==> src/rtl/multicycle_ctrl_if.sv <==
// Control/status bundle between the multi-cycle sequencer and the RV32I datapath.
// The slave side is the sequencer; the master side is the datapath and memory port.
interface multicycle_ctrl_if;
  logic [31:0] inst;
  logic [3:0]  stat_flag;
  logic        mem_ready;
  logic        mem_req;
  logic        mem_we;
  logic        mem_sel;
  logic        ir_we;
  logic        pc_we;
  logic        PCsrc;
  logic        RW;
  logic        WB;
  logic        ALUsrc;
  logic [3:0]  ALU_OP;
  logic [1:0]  imm_sel;
  logic [2:0]  state;
  logic        instret;
  logic        illegal;

  modport slave (
    input  inst, stat_flag, mem_ready,
    output mem_req, mem_we, mem_sel, ir_we, pc_we, PCsrc, RW, WB,
           ALUsrc, ALU_OP, imm_sel, state, instret, illegal
  );

  modport master (
    output inst, stat_flag, mem_ready,
    input  mem_req, mem_we, mem_sel, ir_we, pc_we, PCsrc, RW, WB,
           ALUsrc, ALU_OP, imm_sel, state, instret, illegal
  );
endinterface

==> src/rtl/multicycle_ctrl.sv <==
// Multi-cycle RV32I sequencer: walks each instruction through fetch, decode,
// execute, memory and write-back, issuing one-cycle strobes to the datapath.
//
// state  | meaning
// FETCH  | request instruction word, load IR/OLDPC and PC+4 on mem_ready
// DECODE | classify opcode; unknown opcodes go to TRAP
// EXEC   | ALU operation; branches resolve and retire here
// MEM    | data access for LW/SW, held until mem_ready
// WBK    | register-file write, retire
// TRAP   | illegal opcode, frozen until reset
module multicycle_ctrl (
  input logic        clk,
  input logic        rst,
  multicycle_ctrl_if.slave bus
);

  typedef enum logic [2:0] {
    S_FETCH  = 3'b000,
    S_DECODE = 3'b001,
    S_EXEC   = 3'b010,
    S_MEM    = 3'b011,
    S_WBK    = 3'b100,
    S_TRAP   = 3'b111
  } state_t;

  state_t      r_state;
  state_t      w_next;
  logic        r_illegal;
  logic        w_set_illegal;

  logic [6:0]  w_opcode;
  logic [2:0]  w_funct3;
  logic        w_is_r, w_is_i, w_is_lw, w_is_sw, w_is_b, w_legal;
  logic        w_dec_alusrc;
  logic [1:0]  w_dec_imm;
  logic [3:0]  w_dec_alu;
  logic        w_taken;
  logic        w_unused_bits;

  logic        w_mem_req, w_mem_we, w_mem_sel, w_ir_we, w_pc_we, w_pcsrc;
  logic        w_rw, w_wb, w_alusrc, w_instret, w_illegal;
  logic [3:0]  w_alu_op;
  logic [1:0]  w_imm_sel;
  logic [2:0]  w_state;
  logic        w_dec_en;

  assign w_opcode = bus.inst[6:0];
  assign w_funct3 = bus.inst[14:12];
  assign w_is_r   = (w_opcode == 7'b0110011);
  assign w_is_i   = (w_opcode == 7'b0010011);
  assign w_is_lw  = (w_opcode == 7'b0000011);
  assign w_is_sw  = (w_opcode == 7'b0100011);
  assign w_is_b   = (w_opcode == 7'b1100011);
  assign w_legal  = w_is_r | w_is_i | w_is_lw | w_is_sw | w_is_b;

  assign w_unused_bits = ^{bus.inst[31], bus.inst[29:15], bus.inst[11:7],
                           bus.stat_flag[3:2]};

  // Selects are a pure function of the IR so they stay stable for the whole instruction.
  always_comb begin
    w_dec_alusrc = 1'b0;
    w_dec_imm    = 2'b00;
    w_dec_alu    = 4'b0000;
    if (w_is_r) begin
      w_dec_alu    = {bus.inst[30], w_funct3};
    end else if (w_is_i) begin
      w_dec_alusrc = 1'b1;
      w_dec_imm    = 2'b01;
      w_dec_alu    = {bus.inst[30] & (w_funct3 == 3'b101), w_funct3};
    end else if (w_is_lw) begin
      w_dec_alusrc = 1'b1;
      w_dec_imm    = 2'b01;
    end else if (w_is_sw) begin
      w_dec_alusrc = 1'b1;
      w_dec_imm    = 2'b10;
    end else if (w_is_b) begin
      w_dec_imm    = 2'b11;
      w_dec_alu    = 4'b1000;
    end
  end

  always_comb begin
    w_taken = 1'b0;
    case (w_funct3)
      3'b000:  w_taken = bus.stat_flag[0];
      3'b001:  w_taken = ~bus.stat_flag[0];
      3'b100:  w_taken = bus.stat_flag[1];
      3'b101:  w_taken = ~bus.stat_flag[1];
      default: w_taken = 1'b0;
    endcase
  end

  always_ff @(posedge clk) begin
    if (rst) begin
      r_state   <= S_FETCH;
      r_illegal <= 1'b0;
    end else begin
      r_state <= w_next;
      if (w_set_illegal) r_illegal <= 1'b1;
    end
  end

  always_comb begin
    w_next        = r_state;
    w_set_illegal = 1'b0;
    w_mem_req     = 1'b0;
    w_mem_we      = 1'b0;
    w_mem_sel     = 1'b0;
    w_ir_we       = 1'b0;
    w_pc_we       = 1'b0;
    w_pcsrc       = 1'b0;
    w_rw          = 1'b0;
    w_wb          = 1'b0;
    w_instret     = 1'b0;
    w_dec_en      = 1'b0;
    case (r_state)
      S_FETCH: begin
        w_mem_req = 1'b1;
        if (bus.mem_ready) begin
          w_ir_we = 1'b1;
          w_pc_we = 1'b1;
          w_next  = S_DECODE;
        end
      end
      S_DECODE: begin
        w_dec_en = 1'b1;
        if (w_legal) begin
          w_next = S_EXEC;
        end else begin
          w_set_illegal = 1'b1;
          w_next        = S_TRAP;
        end
      end
      S_EXEC: begin
        w_dec_en = 1'b1;
        if (w_is_r || w_is_i) begin
          w_next = S_WBK;
        end else if (w_is_lw || w_is_sw) begin
          w_next = S_MEM;
        end else if (w_is_b) begin
          w_pc_we   = w_taken;
          w_pcsrc   = w_taken;
          w_instret = 1'b1;
          w_next    = S_FETCH;
        end else begin
          w_next = S_TRAP;
        end
      end
      S_MEM: begin
        w_dec_en  = 1'b1;
        w_mem_req = 1'b1;
        w_mem_sel = 1'b1;
        w_mem_we  = w_is_sw;
        if (bus.mem_ready) begin
          if (w_is_sw) begin
            w_instret = 1'b1;
            w_next    = S_FETCH;
          end else begin
            w_next = S_WBK;
          end
        end
      end
      S_WBK: begin
        w_dec_en  = 1'b1;
        w_rw      = 1'b1;
        w_wb      = w_is_lw;
        w_instret = 1'b1;
        w_next    = S_FETCH;
      end
      S_TRAP:  w_next = S_TRAP;
      default: w_next = S_FETCH;
    endcase

    w_alusrc  = w_dec_en ? w_dec_alusrc : 1'b0;
    w_imm_sel = w_dec_en ? w_dec_imm    : 2'b00;
    w_alu_op  = w_dec_en ? w_dec_alu    : 4'b0000;
    w_state   = r_state;
    w_illegal = r_illegal;

    // Reset overrides the in-flight instruction combinationally, so no strobe leaks out.
    if (rst) begin
      w_set_illegal = 1'b0;
      w_mem_req     = 1'b0;
      w_mem_we      = 1'b0;
      w_mem_sel     = 1'b0;
      w_ir_we       = 1'b0;
      w_pc_we       = 1'b0;
      w_pcsrc       = 1'b0;
      w_rw          = 1'b0;
      w_wb          = 1'b0;
      w_instret     = 1'b0;
      w_alusrc      = 1'b0;
      w_imm_sel     = 2'b00;
      w_alu_op      = 4'b0000;
      w_state       = 3'b000;
      w_illegal     = 1'b0;
    end
  end

  assign bus.mem_req = w_mem_req;
  assign bus.mem_we  = w_mem_we;
  assign bus.mem_sel = w_mem_sel;
  assign bus.ir_we   = w_ir_we;
  assign bus.pc_we   = w_pc_we;
  assign bus.PCsrc   = w_pcsrc;
  assign bus.RW      = w_rw;
  assign bus.WB      = w_wb;
  assign bus.ALUsrc  = w_alusrc;
  assign bus.ALU_OP  = w_alu_op;
  assign bus.imm_sel = w_imm_sel;
  assign bus.state   = w_state;
  assign bus.instret = w_instret;
  assign bus.illegal = w_illegal;

endmodule

==> src/flat_wrapper.sv <==
// flat-port wrapper written by rule: the top's interface ports become plain ports
module multicycle_ctrl_flat 
  (clk, rst, bus_inst, bus_stat_flag, bus_mem_ready, bus_mem_req, bus_mem_we, bus_mem_sel, bus_ir_we, bus_pc_we, bus_PCsrc, bus_RW, bus_WB, bus_ALUsrc, bus_ALU_OP, bus_imm_sel, bus_state, bus_instret, bus_illegal);
  multicycle_ctrl_if bus_i ();
  input logic clk;
  input logic rst;
  input wire logic [$bits(bus_i.inst)-1:0] bus_inst;
  input wire logic [$bits(bus_i.stat_flag)-1:0] bus_stat_flag;
  input wire logic [$bits(bus_i.mem_ready)-1:0] bus_mem_ready;
  output wire logic [$bits(bus_i.mem_req)-1:0] bus_mem_req;
  output wire logic [$bits(bus_i.mem_we)-1:0] bus_mem_we;
  output wire logic [$bits(bus_i.mem_sel)-1:0] bus_mem_sel;
  output wire logic [$bits(bus_i.ir_we)-1:0] bus_ir_we;
  output wire logic [$bits(bus_i.pc_we)-1:0] bus_pc_we;
  output wire logic [$bits(bus_i.PCsrc)-1:0] bus_PCsrc;
  output wire logic [$bits(bus_i.RW)-1:0] bus_RW;
  output wire logic [$bits(bus_i.WB)-1:0] bus_WB;
  output wire logic [$bits(bus_i.ALUsrc)-1:0] bus_ALUsrc;
  output wire logic [$bits(bus_i.ALU_OP)-1:0] bus_ALU_OP;
  output wire logic [$bits(bus_i.imm_sel)-1:0] bus_imm_sel;
  output wire logic [$bits(bus_i.state)-1:0] bus_state;
  output wire logic [$bits(bus_i.instret)-1:0] bus_instret;
  output wire logic [$bits(bus_i.illegal)-1:0] bus_illegal;
  assign bus_i.inst = bus_inst;
  assign bus_i.stat_flag = bus_stat_flag;
  assign bus_i.mem_ready = bus_mem_ready;
  assign bus_mem_req = bus_i.mem_req;
  assign bus_mem_we = bus_i.mem_we;
  assign bus_mem_sel = bus_i.mem_sel;
  assign bus_ir_we = bus_i.ir_we;
  assign bus_pc_we = bus_i.pc_we;
  assign bus_PCsrc = bus_i.PCsrc;
  assign bus_RW = bus_i.RW;
  assign bus_WB = bus_i.WB;
  assign bus_ALUsrc = bus_i.ALUsrc;
  assign bus_ALU_OP = bus_i.ALU_OP;
  assign bus_imm_sel = bus_i.imm_sel;
  assign bus_state = bus_i.state;
  assign bus_instret = bus_i.instret;
  assign bus_illegal = bus_i.illegal;
  multicycle_ctrl u_core (.clk(clk), .rst(rst), .bus(bus_i));
endmodule
==> config.mk <==
export PLATFORM = sky130hd
export DESIGN_NAME = multicycle_ctrl_flat
export DESIGN_NICKNAME = d
export VERILOG_FILES = /design/src/rtl/multicycle_ctrl_if.sv /design/src/rtl/multicycle_ctrl.sv /design/src/flat_wrapper.sv
export SDC_FILE = /design/constraint.sdc
export NUM_CORES = 1
export LEC_CHECK = 0
export BUFFER_PORTS_ARGS = -buffer_cell sky130_fd_sc_hd__buf_2
export CAP_MARGIN = 15
export CORE_MARGIN = 1
export CORE_UTILIZATION = 33
export DETAILED_ROUTE_END_ITERATION = 7
export GPL_ROUTABILITY_DRIVEN = 0
export PLACE_DENSITY = 0.78
export SYNTH_ARGS = -nofsm -noshare
export SYNTH_HDL_FRONTEND = slang
export SYNTH_SLANG_ARGS = --single-unit
==> constraint.sdc <==
create_clock -name clk -period 1.5 [get_ports clk]
set_input_delay 0.15 -clock clk [delete_from_list [all_inputs] [get_ports clk]]
set_output_delay 0.15 -clock clk [all_outputs]
set_load 0.05 [all_outputs]
# Yosys cells after proc, flatten, opt, wreduce, memory -nomap -nowiden
# Index checks and enable logic that the tools add are counted.
# op_classes
n_eq_ne	15
n_mux	61
bitwise_logic	7
n_reduce_logical	7
# ops
op	count
two-way mux 1 bit	35
two-way mux 4 bit	7
two-way mux 3 bit	8
case mux 3 bit (5 select lines)	1
== test 7 x 6 -> 1 bit, second input constant	2
two-way mux 2 bit	7
== test 3 bit, second input constant	4
== test 7 x 2 -> 1 bit, second input constant	1
== test 7 x 5 -> 1 bit, second input constant	1
== test 7 bit, second input constant	1
== test 3 x 1 -> 1 bit, second input constant	2
== test 3 x 2 -> 1 bit, second input constant	2
zero test 3 bit	2
inequality test 2 bit, second input constant	2
OR 1 bit	4
case mux 1 bit (4 select lines)	1
OR reduction 4 bit	1
case mux 1 bit (3 select lines)	1
logical OR 1 bit	2
inverter 1 bit	2
case mux 1 bit (2 select lines)	1
AND reduction 2 bit	1
OR reduction 2 bit	1
bitwise AND 1 bit	1
# totals
ff_bits	4
input_bits	39
out_inout_bits	20
word_cells	92

# Logic depth before layout (Yosys ltp)
# Gate-level depths: netlist of run 1.
# depth
word_depth	8
depth_mapped	5
ltp_nobuf	4

# Worst setup path after synthesis of run 1
# OpenSTA, ideal clock, no wires.
# synth_path
kind	reg-to-output
from	reg u_core.r_state[2]
to	out bus_WB
arrival_ps	3046
required_time_ps	1350
setup_slack_ps	-1696
stages_incl_launch_ff	5
n_path_buf	1
path_cell_list	dfxtp_1 -> clkbuf_1 -> nand2_1 -> nor2_1 -> nor4b_1
# synth_via
elab_chain_len	3
# synth_rtl
item	line	text
from (decl)	multicycle_ctrl.sv:26	state_t r_state;
from (signal assigned)	multicycle_ctrl.sv:98	r_state <= w_next;
== test 3 bit	multicycle_ctrl.sv:116	case (r_state)
two-way mux 1 bit	multicycle_ctrl.sv:116	
two-way mux 1 bit	multicycle_ctrl.sv:181	if (rst) begin
to (decl)	flat_wrapper.sv:17	output wire logic [$bits(bus_i.WB)-1:0] bus_WB;
# Every way passes these cells.

# Worst setup path after layout of run 1
# layout_path
from	reg u_core.r_state[0]
to	out bus_ALUsrc
# layout_via
elab_chain_len	5
elab_cells_between_ends	8
cone_classes	eq/ne (4); mux (3); reduce/logical (1)
# layout_rtl
item	line	text
== test 3 bit (tied with other cells)	multicycle_ctrl.sv:116	
OR reduction 4 bit (no line) *	--	
two-way mux 1 bit *	multicycle_ctrl.sv:116	
two-way mux 1 bit *	multicycle_ctrl.sv:174	w_alusrc = w_dec_en ? w_dec_alusrc : 1'b0;
two-way mux 1 bit *	multicycle_ctrl.sv:181	
to (decl)	flat_wrapper.sv:18	output wire logic [$bits(bus_i.ALUsrc)-1:0] bus_ALUsrc;
# Every way passes the cells marked *; elsewhere a longest branch is shown, timed or not.

==> results of run 1 <==
==> metrics by stage <==
stage | hold slack (ns) | power [uW]
3_3_place_gp | 0.442 | 1230
5_1_grt | 0.400 | 1840
6_report | 0.373 | 1750
3_5_place_dp | 0.459 | 1270
2_1_floorplan | 0.361 | 943
4_1_cts | 0.367 | 1670
==> critical path: cells and delay by family, from the launching register on <==
| kind | cells | cell delay, ns |
|---|---|---|
| and+or+nand+nor | 2 | 0.55 |
| xor gates and xnor gates | 1 | 0.10 |
| buffers and inverters | 1 | 0.18 |
| DFF | 1 | 0.33 |
| AOI/OAI and AO/OA | 1 | 0.17 |
==> layer usage <==
| layer | vias up | wire length [um] | global-route usage [%] |
|---|---|---|---|
| li1 | 397 | - | - |
| met1 | 389 | 817 | 27.9 |
| met2 | 42 | 1250 | 43.1 |
| met3 | 2 | 144 | 2.16 |
| met4 | 0 | 21 | 5.63 |
| met5 | - | 0 | 0 |
==> cells in the final DEF (no fill, tap or decap), drive strengths merged, types with 2 or more instances in the layout <==
| master | instances |
|---|---|
| dfxtp | 4 |
| and3 | 5 |
| o21ai | 5 |
| nor3 | 4 |
| nor4b | 2 |
| xnor2 | 2 |
| a31oi | 2 |
| clkbuf | 3 |
| a21oi | 9 |
| inv | 6 |
| nand2 | 5 |
| buf | 54 |
| o211ai | 2 |
| nand2b | 2 |
| or3 | 3 |
| nor2 | 8 |
| nor2b | 3 |
==> power groups by stage <==
stage	Combinational [uW]	Sequential (uW)	Clock (uW)
2_1_floorplan	731	212	0
3_3_place_gp	1050	188	0
3_5_place_dp	1080	193	0
4_1_cts	1330	199	137
5_1_grt	1480	205	151
6_report	1410	199	142
==> how the worst min path moves through the flow <==
| stage | to | slack, ns | cells past startpoint |
|---|---|---|---|
| finish | u_core.r_state[2] | 0.37 | 3 |
| global route | u_core.r_state[2] | 0.40 | 3 |
| CTS | u_core.r_state[2] | 0.37 | 3 |
| detailed placement | u_core.r_illegal | 0.46 | 2 |
| global placement | u_core.r_illegal | 0.44 | 2 |
| floorplan | bus_state[0] | 0.36 | 1 |
==> flip-flops by register name, summed over array words and instances (netlist names) <==
| register | count |
|---|---|
| u_core.r_illegal | 1 |
| u_core.r_state | 3 |
==> repair_timing <==
item	in CTS	in global routing
pin swaps	12	4
gates resized for setup	48	14
endpoints found under the setup margin	15	16
buffers inserted	5	4
==> area by class of cell <==
class | count | area, um2
repair buffers | 54 | 459
fillers | 101 | 309
inverters | 6 | 25.0
multi-input cells | 66 | 604
flip-flops and latches | 4 | 83.8
well taps | 16 | 20.0
clock buffers | 3 | 22.5
==> cell families after synthesis <==
group,synth area share [%]
AOI/OAI and AO/OA,25.8
adders and majority gates,1.84
buffers and inverters,7.14
xor gates and xnor gates,3.23
DFF,14.7
muxes,1.84
and+or+nand+nor,45.4
==> reports/qor.yml, run 1 <==
status: "finished with violations"
failed_checks: "negative setup slack"
endpoint_kind: "output port"
p_leak_uw: 0.000540
drv_slew: 0
clk_path_buf_depth: 2
crit_type: "flop to output port"
min_period_over_period_pct: 115
dp.final_hpwl_mm: 1.41
rr_worst_depth: 4
synth_seq_area_share_pct: 14.7
antenna_found_initial: 0
placed_cells: 141
yosys.area.top_type_share_pct: 14.7
die_width_um: 42.6
core-area_um2: 1520
slew_headroom_pct: 76.8
reg2reg_setup_slack_ns: 0.04
synth_cell_types: 34
cts_made_buffers: 3
first_global_vias: 718
cap_violations: 0
crit_slowest_cell: "or3_4"
fin_area_um2: 1210
yosys_warnings: 0
h-tree-depth: 1
finalSetupViolCount: 14
start_util_pct: 35.6
fmax_mhz: 582
netlist_area_um2: 543
swShare_pct: 49.4
drc_errors: 0
clock_sinks: 4
p_int_uw: 886
rsz0062_at_grt: "true"
cp.required_ns: 1.35
reg2reg_from: "u_core.r_state[2]"
crit_end: "bus_ALUsrc"
row_count: 14
ys_seq_elements: 4
synth_top_flop_cell: "dfxtp_1"
yosys.area.top_type: "dfxtp_1"
min_path_type: "input port to flop"
peakVddDrop_uv: 844
vias_per_cell: 5.57
clk_pin_slew_ns: 0.04
fin_util_pct: 79.7
async_flop_share_pct: 0
cts_tree: "built"
cts.hold.buffers_added: 0
port_buffers: 35
cp-startpoint: "u_core.r_state[0]"
place_area_um2: 931
die-area_um2: 1810
final_layout_size_suffix_gt1_share_pct: 68.4
area_growth_pct: 124
clock_latency_ns: 0.24
powerDensity_nw_per_um2: 1440
finalHoldViolCount: 0
fin_setup_tns_ns: -1.91
power_frac_comb_pct: 80.5
final_cells: 149
root_buffer: "clkbuf_4"
ys_top_cells_by_area: "dfxtp_1, a21oi_1, and3_1, nor2_1, o21ai_0"
die_h_um: 42.6
setup_ws_ns: -0.220
max_stage_delay_ns: 0.42
clkPwrFrac_pct: 8.1
grt_pass1_wl_mm: 3.26
cp_cell_sequence: "nor2_4 > xnor2_2 > or3_4 > a211oi_4 > buf_6"
fin_nets: 174
start_kind: "flop"
worstPathArrival_ns: 1.57
synth_edf_count: 0
hold_path.startpoint: "bus_mem_ready"
wl_per_cell_um: 15.0
io_pins: 59
syn_avg_cell_area_um2: 6.79
min_period_ns: 1.72
worst_pin_slew_ns: 0.347
pre_cts_ws_ns: -0.113
reg2reg_to: "u_core.r_state[2]"
critical_path.max_fanout: 4
power_switching_uw: 866
route.vias.total: 830
track_usage_pct: 23.1
routed_wl_mm: 2.23
syn-num-nets: 119
seqPwrFrac_pct: 11.4
drt-pass1-iter-count: 4
grt_overflow: 0
grt_max_degree: 16
synthTopCellsByCount: "a21oi_1, nor2_1, inv_1"
skew_ns: 0.00394
diodes: 0
synth_cells: 80
drt_iter0_drc: 22
postRouteAntennaNets: 0
(Power assumes the default switching activity.)
==> run 2: changes to the inputs <==
--- a/config.mk
+++ b/config.mk
@@ -5,10 +5,11 @@
 export SDC_FILE = /design/constraint.sdc
 export NUM_CORES = 1
 export LEC_CHECK = 0
+export ABC_AREA = 1
 export BUFFER_PORTS_ARGS = -buffer_cell sky130_fd_sc_hd__buf_2
 export CAP_MARGIN = 15
 export CORE_MARGIN = 1
-export CORE_UTILIZATION = 33
+export CORE_UTILIZATION = 35
 export DETAILED_ROUTE_END_ITERATION = 7
 export GPL_ROUTABILITY_DRIVEN = 0
 export PLACE_DENSITY = 0.78
==> run 2 against run 1 <==
The flow finishes with violations (design-rule violations, negative setup slack). Combinational power decreased by 16%. Synthesized cell count increased by 38%. Wire length decreased by 17%. Sequential power increased by 9%. Sequential share of layout area increased by 0.69 points. Critical endpoint is now bus_pc_we. Highest routed layer is now met3.
==> reports/qor.yml, run 2 <==
status: "finished with violations"
failed_checks: "design-rule violations, negative setup slack"
syn_avg_cell_area_um2: 5.56  # -18%
worst_pin_slew_ns: 0.463  # +0.115 ns
multi_input_area_um2: 601  # -0.62%
postRouteAntennaNets: 0  # unchanged
seqPwrFrac_pct: 14.1  # +2.7 points
endpoint_kind: "output port"
cp_cell_sequence: "inv_2 > nand2_2 > nor2_2 > nand4_1 > buf_4 > o21bai_4 > buf_8"
routed_wl_mm: 1.86  # -17%
reg2reg_setup_slack_ns: 0.31  # +0.27 ns
crit_type: "flop to output port"
syn-num-nets: 149  # +25%
first_global_vias: 748  # +4.2%
grt_max_degree: 14  # -2
powerDensity_nw_per_um2: 1310  # -9.1%
fin_nets: 199  # +14%
peakVddDrop_uv: 1030  # +22%
mostFrequentLayoutCells: "nand2_1, buf_2, inv_1"
area_growth_pct: 91.2
drc_errors: 4  # +4
synthTopCellsByCount: "nand2_1, inv_1, nor2_1"
reg2reg_to: "u_core.r_state[2]"
io_pins: 59  # unchanged
final_common_cell: "nand2_1"
fin_area_um2: 1170  # -3.7%
root_buffer: "clkbuf_4"
cts.hold.buffers_added: 0  # unchanged
crit_family: "buffers and inverters"
clk_pin_slew_ns: 0.04  # about the same
clock_latency_ns: 0.24  # about the same
cp-startpoint: "u_core.r_state[2]"
seq_area_um2: 88.8  # +6.0%
swShare_pct: 53.6  # +4.2 points
async_flop_share_pct: 0  # unchanged
cts_made_buffers: 3  # unchanged
placed_cells: 165  # +17%
synth_edf_count: 0  # unchanged
min_period_ns: 1.55  # -0.173 ns
netlist_area_um2: 612  # +13%
critPathBufInv: 3  # +2
worstPathArrival_ns: 1.40  # -0.17 ns
power_frac_comb_pct: 77.2  # -3.3 points
dp.final_hpwl_mm: 1.33  # -5.8%
max_stage_delay_ns: 0.32  # -0.10 ns
p_leak_uw: 0.000591  # +9.4%
cap_violations: 0  # unchanged
finalHoldViolCount: 0  # unchanged
start_util_pct: 38.8  # +3.2 points
reg2reg_from: "u_core.r_state[2]"
synth_cell_types: 23  # -32%
skew_ns: 0.00784  # +0.00390 ns
totalPowerFinal_uw: 1530  # -13%
vias_per_cell: 4.89  # -12%
cp.required_ns: 1.35  # about the same
whs_endpoint: "u_core.r_state[0]"
track_usage_pct: 20.5  # -2.6 points
wl_per_cell_um: 10.7  # -29%
drt-pass1-iter-count: 6  # +2
start_kind: "flop"
drv_slew: 0  # unchanged
grt_overflow: 0  # unchanged
grt_pass1_wl_mm: 2.90  # -11%
yosys.area.top_type_share_pct: 14.7  # -0.023 points
min_path_type: "input port to flop"
antenna_found_initial: 0  # unchanged
synth_top_flop_cell: "dfxtp_1"
critical_path.max_fanout: 3  # -1
clkPwrFrac_pct: 8.7  # +0.6 points
final_cells: 174  # +17%
final_layout_size_suffix_gt1_share_pct: 57.0  # -11 points
fmax_mhz: 647  # +11%
clk_path_buf_depth: 2  # unchanged
rr_worst_depth: 8  # +4
h-tree-depth: 1  # unchanged
top_register: "u_core.r_state"
hold_path_depth: 4  # +1
yosys_warnings: 0  # unchanged
slew_headroom_pct: 69.0  # -7.8 points
row_count: 14  # unchanged
place_area_um2: 920  # -1.2%
diodes: 0  # unchanged
synth_cells: 110  # +38%
setup_ws_ns: -0.0464  # +0.173 ns
yosys.area.top_type: "nand2_1"
die_h_um: 43.8  # +2.9%
synth_seq_area_share_pct: 13.1  # -1.7 points
power_switching_uw: 822  # -5.1%
core-area_um2: 1580  # +3.4%
rsz0062_at_grt: "true"
ys_seq_elements: 4  # unchanged
drt_iter0_drc: 21  # -4.5%
die-area_um2: 1920  # +5.9%
fin_util_pct: 74.2  # -5.5 points
finalSetupViolCount: 4  # -10
route.vias.total: 850  # +2.4%
port_buffers: 35  # unchanged
ys_top_cells_by_area: "nand2_1, dfxtp_1, inv_1, nor2_1, nand3_1"
clock_sinks: 4  # unchanged
die_width_um: 43.8  # +2.9%
crit_slowest_cell: "dfxtp_2"
p_int_uw: 711  # -20%
largest_reg_flops: 3  # unchanged
synthMostInstantiatedCell: "nand2_1"
min_period_over_period_pct: 103  # -12 points
fillers: 121  # +20%
largestRegisters: "u_core.r_state x3, u_core.r_illegal x1"
cts_tree: "built"
hold_path.startpoint: "bus_mem_ready"
## run 2: cells by family (layout without fill, tap and decap cells)
group	count (synthesis)	after routing	synth area share (%)
and+or+nand+nor	70	70	59.3
buffers and inverters	22	70	13.7
AOI/OAI and AO/OA	14	14	13.9
DFF	4	4	13.1
## run 2: cell type report
| class | count | area share [%] |
|---|---|---|
| sequential | 4 | 7.59 |
| tap | 16 | 1.71 |
| multi-input combinational | 84 | 51.3 |
| timing repair buffer | 46 | 30.7 |
| clock buffer | 3 | 1.93 |
| inverter | 21 | 6.74 |
## run 2: worst max path at each step
stage,end,slack (ns),depth (start not counted)
finish,bus_pc_we,-0.05,7
global route,bus_pc_we,-0.14,7
CTS,bus_ALU_OP[2],-0.07,6
detailed placement,bus_ALU_OP[2],0.02,6
global placement,bus_instret,0.06,8
floorplan,bus_ALUsrc,-0.14,5
## run 2: repair_timing
action                     CTS  global route
gates resized for setup     37            15
pin swaps                   11             7
buffers inserted             6             0
setup endpoints to repair   13            15
## run 2: routing by layer
metal	vias to the layer above	track usage, %	routed length, um
li1	451	-	-
met1	374	21.0	709
met2	25	40.3	1080
met3	0	2.50	66
met4	0	9.38	0
met5	-	0	0
## run 2: worst register-to-register path, stage by stage, from the launching register on
cell,delay (ns)
dfxtp_2,0.33
inv_2,0.05
buf_4,0.13
buf_6,0.12
nand2_2,0.11
a21oi_1,0.09
nor2_2,0.13
inv_1,0.05
nor2_1,0.11
## run 2: power groups by stage
stage | clock (uW) | sequential [uW] | combinational [uW]
3_3_place_gp | 0 | 194 | 869
6_report | 133 | 217 | 1180
2_1_floorplan | 0 | 188 | 662
3_5_place_dp | 0 | 197 | 877
5_1_grt | 156 | 223 | 1270
4_1_cts | 141 | 215 | 1080
## run 2: metrics by stage
step | setup TNS (ns) | setup slack (ns) | hold slack [ns]
2_1_floorplan | -0.529 | -0.138 | 0.361
3_3_place_gp | 0 | 0.0623 | 0.447
3_5_place_dp | 0 | 0.0229 | 0.450
4_1_cts | -0.101 | -0.0718 | 0.263
5_1_grt | -0.772 | -0.135 | 0.264
6_report | -0.129 | -0.0464 | 0.274
